<file path="config.mk">
export PLATFORM = sky130hd
export DESIGN_NAME = mole_round_scheduler
export DESIGN_NICKNAME = d
export VERILOG_FILES = /design/src/rtl/mole_round_scheduler_pkg.sv /design/src/rtl/mole_round_scheduler_picker.sv /design/src/rtl/mole_round_scheduler.sv
export SDC_FILE = /design/constraint.sdc
export NUM_CORES = 1
export LEC_CHECK = 0
export ABC_AREA = 0
export BUFFER_PORTS_ARGS = -buffer_cell sky130_fd_sc_hd__buf_2
export CORE_MARGIN = 4
export CORE_UTILIZATION = 49
export DETAILED_ROUTE_END_ITERATION = 8
export HOLD_SLACK_MARGIN = 0.12
export PLACE_DENSITY = 0.8
export SLEW_MARGIN = 30
export SYNTH_ARGS = -nofsm -noshare
export SYNTH_HDL_FRONTEND = slang
export SYNTH_SLANG_ARGS = --single-unit
</file>
<file path="constraint.sdc">
create_clock -name clk -period 2.7 [get_ports clk]
set_input_delay 0.54 -clock clk [delete_from_list [all_inputs] [get_ports clk]]
set_output_delay 0.54 -clock clk [all_outputs]
set_load 0.05 [all_outputs]
</file>
<file path="src/rtl/mole_round_scheduler_pkg.sv">
`default_nettype none
// ============================================================================
// Module      : mole_pkg
// Description : Shared types and constants for the whack-a-mole round
//               scheduler and its mole picker.
// Revision    : 1.0 - initial release
// ============================================================================
package mole_pkg;

    // Scheduler states; values are fixed so the encoding is stable.
    typedef enum logic [2:0] {
        ST_IDLE     = 3'd0,
        ST_PICK     = 3'd1,
        ST_LOAD_ON  = 3'd2,
        ST_SHOW     = 3'd3,
        ST_LOAD_GAP = 3'd4,
        ST_GAP      = 3'd5,
        ST_DONE     = 3'd6
    } state_t;

    // Difficulty shifts the show window: window = ON_BASE >> difficulty.
    typedef logic [1:0] difficulty_t;

    // Direction encoding for the shared timer's timer_up input.
    localparam logic TIMER_MODE_DOWN = 1'b0;
    localparam logic TIMER_MODE_UP   = 1'b1;

endpackage
`default_nettype wire

</file>
<file path="src/rtl/mole_round_scheduler_picker.sv">
`default_nettype none
// ============================================================================
// Module      : mole_picker
// Description : Chooses the next mole from the RNG value, bumping to the next
//               mole (mod N) when the candidate repeats the previous one.
// Revision    : 1.0 - initial release
// ============================================================================
module mole_picker
    import mole_pkg::*;
#(
    parameter int N_MOLES = 4
) (
    input  logic [7:0]                 rng_value,
    input  logic [$clog2(N_MOLES)-1:0] prev_mole,
    output logic [$clog2(N_MOLES)-1:0] cur_mole
);

    localparam int c_idx_w = $clog2(N_MOLES);

    logic [c_idx_w-1:0] w_cand;
    logic               w_unused_rng;

    // Only the low bits select a mole; the rest of the RNG word is unused.
    assign w_unused_rng = ^rng_value[7:c_idx_w];

    // N_MOLES is a power of two, so the +1 bump wraps naturally.
    always_comb begin
        w_cand   = rng_value[c_idx_w-1:0];
        cur_mole = (w_cand == prev_mole) ? (w_cand + c_idx_w'(1)) : w_cand;
    end

endmodule
`default_nettype wire

</file>
<file path="src/rtl/mole_round_scheduler.sv">
`default_nettype none
// ============================================================================
// Module      : mole_round_scheduler
// Description : Whack-a-mole round sequencer. Time-multiplexes one shared
//               timer between the show window and the inter-mole gap, picks
//               the lit mole, and scores hits, misses and wrong hits.
// Revision    : 1.0 - initial release
// ============================================================================
module mole_round_scheduler
    import mole_pkg::*;
#(
    parameter int N_MOLES = 4,
    parameter int TIMER_W = 11,
    parameter int ON_BASE = 1000,
    parameter int GAP_LEN = 300,
    parameter int ROUNDS  = 20
) (
    input  logic                         clk,
    input  logic                         reset,
    input  logic                         start,
    input  logic [1:0]                   difficulty,
    input  logic [7:0]                   rng_value,
    input  logic [N_MOLES-1:0]           hit,
    input  logic [TIMER_W-1:0]           timer_value,
    output logic                         timer_reset,
    output logic                         timer_up,
    output logic                         timer_enable,
    output logic [TIMER_W-1:0]           timer_load,
    output logic [N_MOLES-1:0]           led,
    output logic                         score_inc,
    output logic                         miss,
    output logic                         wrong_hit,
    output logic [$clog2(ROUNDS+1)-1:0]  round_count,
    output logic                         done
);

    localparam int                 c_idx_w   = $clog2(N_MOLES);
    localparam int                 c_rc_w    = $clog2(ROUNDS+1);
    localparam logic [TIMER_W-1:0] c_on_base = TIMER_W'(ON_BASE);
    localparam logic [TIMER_W-1:0] c_gap_end = TIMER_W'(GAP_LEN);
    localparam logic [c_rc_w-1:0]  c_rounds  = c_rc_w'(ROUNDS);

    state_t              r_state;
    difficulty_t         r_diff;
    logic [c_idx_w-1:0]  r_cur_mole;
    logic [c_idx_w-1:0]  r_prev_mole;
    logic [c_rc_w-1:0]   r_round_count;
    logic                r_score_inc;
    logic                r_miss;
    logic                r_wrong_hit;
    logic [c_idx_w-1:0]  w_pick;
    logic [N_MOLES-1:0]  w_onehot;
    logic                w_hit_cur;
    logic                w_hit_other;

    mole_picker #(
        .N_MOLES (N_MOLES)
    ) u_picker (
        .rng_value (rng_value),
        .prev_mole (r_prev_mole),
        .cur_mole  (w_pick)
    );

    // Decode the lit mole and classify this cycle's button presses.
    always_comb begin
        w_onehot    = {{(N_MOLES-1){1'b0}}, 1'b1} << r_cur_mole;
        w_hit_cur   = hit[r_cur_mole];
        w_hit_other = |(hit & ~w_onehot);
    end

    // Round sequencing, mole bookkeeping and registered event pulses.
    always_ff @(posedge clk) begin
        if (reset) begin
            r_state       <= ST_IDLE;
            r_diff        <= '0;
            r_cur_mole    <= '0;
            r_prev_mole   <= '0;
            r_round_count <= '0;
            r_score_inc   <= 1'b0;
            r_miss        <= 1'b0;
            r_wrong_hit   <= 1'b0;
        end else begin
            r_score_inc <= 1'b0;
            r_miss      <= 1'b0;
            r_wrong_hit <= 1'b0;
            case (r_state)
                ST_IDLE, ST_DONE: begin
                    if (start) begin
                        // A fresh game forgets the previous mole so mole 0 is never first.
                        r_diff        <= difficulty;
                        r_round_count <= '0;
                        r_prev_mole   <= '0;
                        r_state       <= ST_PICK;
                    end
                end
                ST_PICK: begin
                    r_cur_mole <= w_pick;
                    r_state    <= ST_LOAD_ON;
                end
                ST_LOAD_ON: begin
                    r_round_count <= r_round_count + c_rc_w'(1);
                    r_state       <= ST_SHOW;
                end
                ST_SHOW: begin
                    // A correct hit outranks a simultaneous expiry.
                    if (w_hit_cur) begin
                        r_score_inc <= 1'b1;
                        r_state     <= ST_LOAD_GAP;
                    end else if (timer_value == '0) begin
                        r_miss  <= 1'b1;
                        r_state <= ST_LOAD_GAP;
                    end
                    if (w_hit_other) begin
                        r_wrong_hit <= 1'b1;
                    end
                end
                ST_LOAD_GAP: begin
                    r_prev_mole <= r_cur_mole;
                    r_state     <= ST_GAP;
                end
                ST_GAP: begin
                    if (timer_value == c_gap_end) begin
                        r_state <= (r_round_count == c_rounds) ? ST_DONE : ST_PICK;
                    end
                end
                default: begin
                    r_state <= ST_IDLE;
                end
            endcase
        end
    end

    // Moore decode of the timer controls, LEDs and done flag from state.
    always_comb begin
        timer_reset  = 1'b0;
        timer_up     = TIMER_MODE_DOWN;
        timer_enable = 1'b0;
        timer_load   = '0;
        led          = '0;
        done         = 1'b0;
        case (r_state)
            ST_IDLE: begin
                timer_reset = 1'b1;
            end
            ST_LOAD_ON: begin
                timer_reset = 1'b1;
                timer_load  = c_on_base >> r_diff;
            end
            ST_SHOW: begin
                timer_enable = 1'b1;
                led          = w_onehot;
            end
            ST_LOAD_GAP: begin
                timer_reset = 1'b1;
                timer_up    = TIMER_MODE_UP;
            end
            ST_GAP: begin
                timer_enable = 1'b1;
                timer_up     = TIMER_MODE_UP;
            end
            ST_DONE: begin
                done = 1'b1;
            end
            default: begin
                timer_reset = 1'b0;
            end
        endcase
    end

    assign score_inc   = r_score_inc;
    assign miss        = r_miss;
    assign wrong_hit   = r_wrong_hit;
    assign round_count = r_round_count;

endmodule
`default_nettype wire

</file>
==> flow_metrics.py, run 1 <==
metrics = {
    "timing": {
        "fin_crit_ps": 2499,
        "finalSetupTns_ps": 0,
        "hold_viol": 0,
        "fin_worst_skew_ps": 6.405,
        "relSlewSlack_pct": 65.93,
        "setup_viol": 0,
        "hold_ws_ps": 484.0,
        "maxSlewViolCount": 0,
        "fmax_ghz": 0.4002,
        "tightestPinTransition_ps": 508.3,
        "period_share_pct": 92.55,
        "rsz0062_at_grt": "no",
    },
    "place": {
        "hpwlAfterDp_mm": 2.053,
        "port-buffer-count": 47,
        "placed_cells": 213,
        "placed_area_sq_um": 1335,
        "routabilityCongestion": 0.8659,
    },
    "critical_path": {
        "r2r-start": "r_state[1]",
        "cp_max_fo": 14,
        "critPathCaptureType": "output port",
        "path_class": "reg -> out",
        "startpoint_type": "flop",
        "cp.arrival_ps": 1960,
        "r2r_slack_ps": 730,
        "r2r_end": "r_state[1]",
        "worstPathRequired_ps": 2160,
        "worstRegToRegCells": 6,
    },
    "clocking": {
        "cts_hold_buf": 0,
        "cts_root_buf": "clkbuf_4",
        "cts_buffers": 3,
        "post_cts_buffers": 0,
        "clock_sinks": 17,
        "cts.clk_slew.worst_paths_ps": 100,
        "cts_tree": "yes",
        "clock_latency_ps": 290,
        "clockBufferDepth": 2,
        "cts_resized": 0,
        "ctsHtreeMaxLevel": 1,
    },
    "worst_hold_path": {
        "min_to": "r_diff[0]",
        "worst_hold_startpoint": "difficulty[0]",
        "holdPathStages": 3,
        "hp-class": "in -> reg",
    },
    "floorplan": {
        "die_h_microns": 55.86,
        "num_rows": 17,
        "fp.dieArea_sq_um": 3120,
        "initial_core_util_pct": 51.23,
        "die_x_microns": 55.86,
        "design.core.area_sq_um": 2191,
        "pin_count": 55,
    },
    "finish": {
        "drive_gt1_share_pct": 31.22,
        "syn2layout_area_growth_pct": 21.29,
        "fin_nets": 221,
        "fin_cells": 217,
        "fillers": 205,
        "post-route-cell-area_sq_um": 1361,
        "antenna_cells": 0,
        "multi_input_area_sq_um": 686.9,
        "seq_area_sq_um": 340.3,
    },
    "grt": {
        "grt_remaining_overflow": 0,
        "grt_max_degree": 20,
        "grtUsageTotal_pct": 16.35,
        "grt_pass1_wl_mm": 4.298,
        "grt_pass1_vias": 1050,
        "antenna_found_initial": 0,
    },
    "synthesis": {
        "yosys.area.top_type": "dfxtp_1",
        "ys_warn_count": 0,
        "avgSynthCellArea_sq_um": 7.583,
        "post-synth-top-count-cell": "nor2_1",
        "yosys.area.top_type_share_pct": 30.32,
        "synthFlopType": "dfxtp_1",
        "synth_common_cells": "nor2_1 (27), dfxtp_1 (17), a21oi_1 (9), nand2_1 (9), nor3_1 (9)",
        "async_flop_share_pct": 0,
        "synth-seq-area-share_pct": 30.32,
        "synthesis.nets": 179,
        "synthCells": 148,
        "ys_top_cells_by_area": "dfxtp_1 (30%), nor2_1 (9.0%), mux2i_1 (4.5%), a21oi_1 (4.0%), nor3_1 (4.0%)",
        "yosys_register_bits": 17,
        "synth_edf_count": 0,
        "synth_cell_type_count": 45,
        "synth_area_sq_um": 1122,
    },
    "power": {
        "vdd_drop_max_uv": 342.6,
        "power.leakage_nw": 0.6448,
        "p_per_area_nw_per_um2": 466.5,
    },
    "detailed_routing": {
        "wirelength_mm": 2.682,
        "vias": 1172,
        "routedWlPerCell_microns": 12.36,
        "drt-pass1-iter-count": 4,
        "detail-route-antenna-nets": 0,
        "vias_per_cell": 5.401,
        "drt_iter0_drc": 22,
        "drc": 0,
    },
    "flow_run": {
        "maxCapViolations": 0,
    },
    "outcome": {
        "status": "completed",
    },
}
## cells in the final DEF (no fill, tap or decap), types with 4 or more instances in the layout
cell type / n
nor4_1: 4
dfxtp_1: 17
inv_1: 8
nor2_1: 27
nand2b_1: 4
nand2_1: 9
mux2i_1: 5
a21oi_1: 9
nor3_1: 9
buf_2: 47
## worst max path at each step
stage	start	end	slack [ps]	cells after the start
finish	r_state[1]	timer_load[0]	200	4
global route	r_state[0]	led[3]	30	4
CTS	r_state[1]	timer_load[0]	190	4
detailed placement	r_state[1]	timer_load[0]	530	4
global placement	r_state[0]	led[3]	560	4
floorplan	r_state[1]	timer_load[1]	170	3
## cell families after synthesis
kind of cell | after synthesis | synth area share [%]
and+or+nand+nor | 71 | 32.78
AOI/OAI and AO/OA | 28 | 16.72
buffers and inverters | 20 | 8.473
DFF | 17 | 30.32
muxes | 6 | 6.466
adders and majority gates | 3 | 3.345
xor gates and xnor gates | 2 | 1.561
other | 1 | 0.3341
## worst max-delay path, stage by stage (launching register included)
cell	delay, ps
dfxtp_1	570
or3b_4	520
inv_2	150
and3_1	160
buf_2	260
## power by group
part / internal, W / switching, W / total, W / leakage, nW
Clock: 0.0000574 / 0.0000817 / 0.000139 / 0.0150
Sequential: 0.000263 / 0.0000323 / 0.000296 / 0.138
Combinational: 0.0000714 / 0.000129 / 0.000200 / 0.492
Total: 0.000392 / 0.000243 / 0.000635 / 0.645
## state kept, by name (all words and copies together), names as in the netlist
name,cells
r_state,3
score_inc,1
miss,1
r_cur_mole,2
r_prev_mole,2
wrong_hit,1
r_diff,2
round_count,5
## final cells by class
cell class,instances,share of cell area [%]
clock buffers,4,1.930
inverters,10,2.757
multi-input cells,111,50.46
flip-flops and latches,17,25.00
well taps,28,2.574
repair buffers,47,17.28
## layer usage
layer,vias up,track usage [%],routed length [microns]
met4,0,5.763,26
li1,598,-,-
met3,4,6.032,245
met2,44,28.04,1233
met5,-,0,0
met1,526,18.57,1177
## stage by stage
stage               util (%)   power, W  setup slack (ps)
finish                 62.14  0.0006351             201.1
global placement       60.94  0.0004948             558.7
detailed placement     60.94  0.0005017             529.9
CTS                    62.14  0.0006399             186.0
floorplan                  -  0.0004593             171.5
global route           62.14  0.0006673             30.77
No activity file was read; power rests on OpenSTA's default activity.
==> inputs of run 2 (changes only) <==
- ABC_AREA: 0 -> 1
- CORE_ASPECT_RATIO: default -> 0.75
- CORE_UTILIZATION: 49 -> 50
- PLACE_DENSITY: 0.8 -> 0.81
==> flow_metrics.py, run 2 <==
metrics = {
    "timing": {
        "fmax_ghz": 0.4775,
        "period_share_pct": 77.57,
        "hold_viol": 0,
        "fin_worst_skew_ps": 3.056,
        "hold_ws_ps": 504.5,
        "fin_crit_ps": 2094,
        "maxSlewViolCount": 0,
        "rsz0062_at_grt": "no",
        "setup_viol": 0,
        "finalSetupTns_ps": 0,
    },
    "finish": {
        "fin_cells": 266,
        "final_common_cell": "buf_2",
        "fin_nets": 264,
        "final_cell_mix": "buf_2 (47), nand2_1 (42), inv_1 (21), nor2_1 (20), dfxtp_1 (17)",
        "drive_gt1_share_pct": 32.76,
        "syn2layout_area_growth_pct": 21.06,
        "largest_register_ffs": 5,
        "fillers": 219,
        "antenna_cells": 0,
    },
    "clocking": {
        "cts_hold_buf": 0,
        "clock_latency_ps": 300,
        "post_cts_buffers": 0,
        "cts_resized": 0,
        "clockBufferDepth": 2,
        "ctsHtreeMaxLevel": 1,
        "cts_root_buf": "clkbuf_4",
        "cts.clk_slew.worst_paths_ps": 90,
        "cts_buffers": 3,
        "clock_sinks": 17,
        "cts_tree": "yes",
    },
    "synthesis": {
        "synth_cell_type_count": 30,
        "post-synth-top-count-cell": "nand2_1",
        "ys_top_cells_by_area": "dfxtp_1 (28%), nand2_1 (13%), a21oi_1 (6.6%), inv_1 (6.5%), nor2_1 (6.2%)",
        "synth_edf_count": 0,
        "yosys_register_bits": 17,
        "synth_common_cells": "nand2_1 (42), inv_1 (21), nor2_1 (20)",
        "async_flop_share_pct": 0,
        "synth_area_sq_um": 1206,
        "synthesis.nets": 219,
        "yosys.area.top_type": "dfxtp_1",
        "avgSynthCellArea_sq_um": 6.416,
        "synth-seq-area-share_pct": 28.22,
        "yosys.area.top_type_share_pct": 28.22,
        "synthFlopType": "dfxtp_1",
        "synthCells": 188,
        "ys_warn_count": 0,
    },
    "detailed_routing": {
        "drt-pass1-iter-count": 5,
        "routedWlPerCell_microns": 10.36,
        "wirelength_mm": 2.755,
        "vias_per_cell": 4.733,
        "detail-route-antenna-nets": 0,
        "drt_iter0_drc": 81,
        "vias": 1259,
        "drc": 0,
    },
    "critical_path": {
        "cp_max_fo": 12,
        "worstPathRequired_ps": 2160,
        "r2r-start": "r_cur_mole[0]",
        "worstRegToRegCells": 9,
        "startpoint": "r_state[1]",
        "cp.arrival_ps": 1550,
        "endpoint": "timer_load[5]",
        "critPathCaptureType": "output port",
        "path_class": "reg -> out",
        "r2r_slack_ps": 1280,
        "startpoint_type": "flop",
        "r2r_end": "r_state[1]",
    },
    "place": {
        "port-buffer-count": 47,
        "routabilityCongestion": 0.8319,
        "placed_cells": 262,
        "hpwlAfterDp_mm": 2.250,
    },
    "grt": {
        "antenna_found_initial": 0,
        "grt_pass1_vias": 1090,
        "grt_pass1_wl_mm": 4.574,
        "grt_max_degree": 13,
        "grt_remaining_overflow": 0,
        "grtUsageTotal_pct": 17.69,
    },
    "power": {
        "finalPower_w": 0.001308,
        "vdd_drop_max_uv": 604.1,
        "power.leakage_nw": 0.7474,
        "p_per_area_nw_per_um2": 896.1,
    },
    "worst_hold_path": {
        "hp-class": "reg -> reg",
    },
    "floorplan": {
        "initial_core_util_pct": 52.68,
        "fp.dieArea_sq_um": 3270,
        "design.core.area_sq_um": 2290,
        "die_h_microns": 50.54,
        "pin_count": 55,
        "num_rows": 15,
        "die_x_microns": 64.72,
    },
    "flow_run": {
        "maxCapViolations": 0,
    },
    "outcome": {
        "status": "completed",
    },
}
[run 2: cell families after synthesis]
kind of cell | share of synthesized area (%)
AND/OR/NAND/NOR | 40.77
XOR/XNOR | 0.7263
other | 0.3109
buffers and inverters | 13.17
flip-flops | 28.22
AO/OA/AOI/OAI | 13.69
adder cells (fa/ha/maj) | 3.112
[run 2: critical path, stage by stage, from the launching register on]
cell,delay [ps]
dfxtp_1,430
inv_2,110
nor2_2,100
nand2_2,160
inv_2,170
buf_2,280
[run 2: metal layers]
metal	global-route usage (%)	vias to the layer above	share of wire, %	routed length (microns)
met4	4.912	0	0.80	22
li1	-	682	-	-
met3	6.040	5	7.3	200
met5	0	-	0	0
met1	24.32	535	50	1371
met2	26.15	37	42	1160
[run 2: stage by stage]
step / worst slack (ps) / area (sq um) / util [%]
2_1_floorplan: 339.9 / 1206 / -
3_3_place_gp: 948.0 / 1434 / 62.62
3_5_place_dp: 932.3 / 1434 / 62.62
4_1_cts: 591.5 / 1460 / 63.77
5_1_grt: 441.2 / 1460 / 63.77
6_report: 605.6 / 1460 / 63.77
[run 2: worst min path at each step]
stage | from | end | slack, ps | cells after the start
6_report | round_count[3] | round_count[3] | 500 | 2
5_1_grt | difficulty[0] | r_diff[0] | 510 | 3
4_1_cts | difficulty[0] | r_diff[0] | 500 | 3
3_5_place_dp | round_count[3] | round_count[3] | 490 | 2
3_3_place_gp | round_count[3] | round_count[3] | 490 | 2
2_1_floorplan | r_prev_mole[1] | r_prev_mole[1] | 480 | 2
[run 2: power by group]
group / internal, W / total (W) / switching (W) / leakage, nW
logic: 0.000218 / 0.000792 / 0.000574 / 0.594
registers: 0.000299 / 0.000377 / 0.0000780 / 0.138
clock network: 0.0000576 / 0.000140 / 0.0000824 / 0.0150
total: 0.000574 / 0.00131 / 0.000734 / 0.747
[run 2: cell type report]
class	count	area (sq um)	area share, %
Multi-Input combinational cell	135	706.9	48.41
Inverter	29	108.9	7.455
Clock buffer	4	26.28	1.799
Tap cell	34	42.54	2.913
Timing Repair Buffer	47	235.2	16.11
Sequential cell	17	340.3	23.31
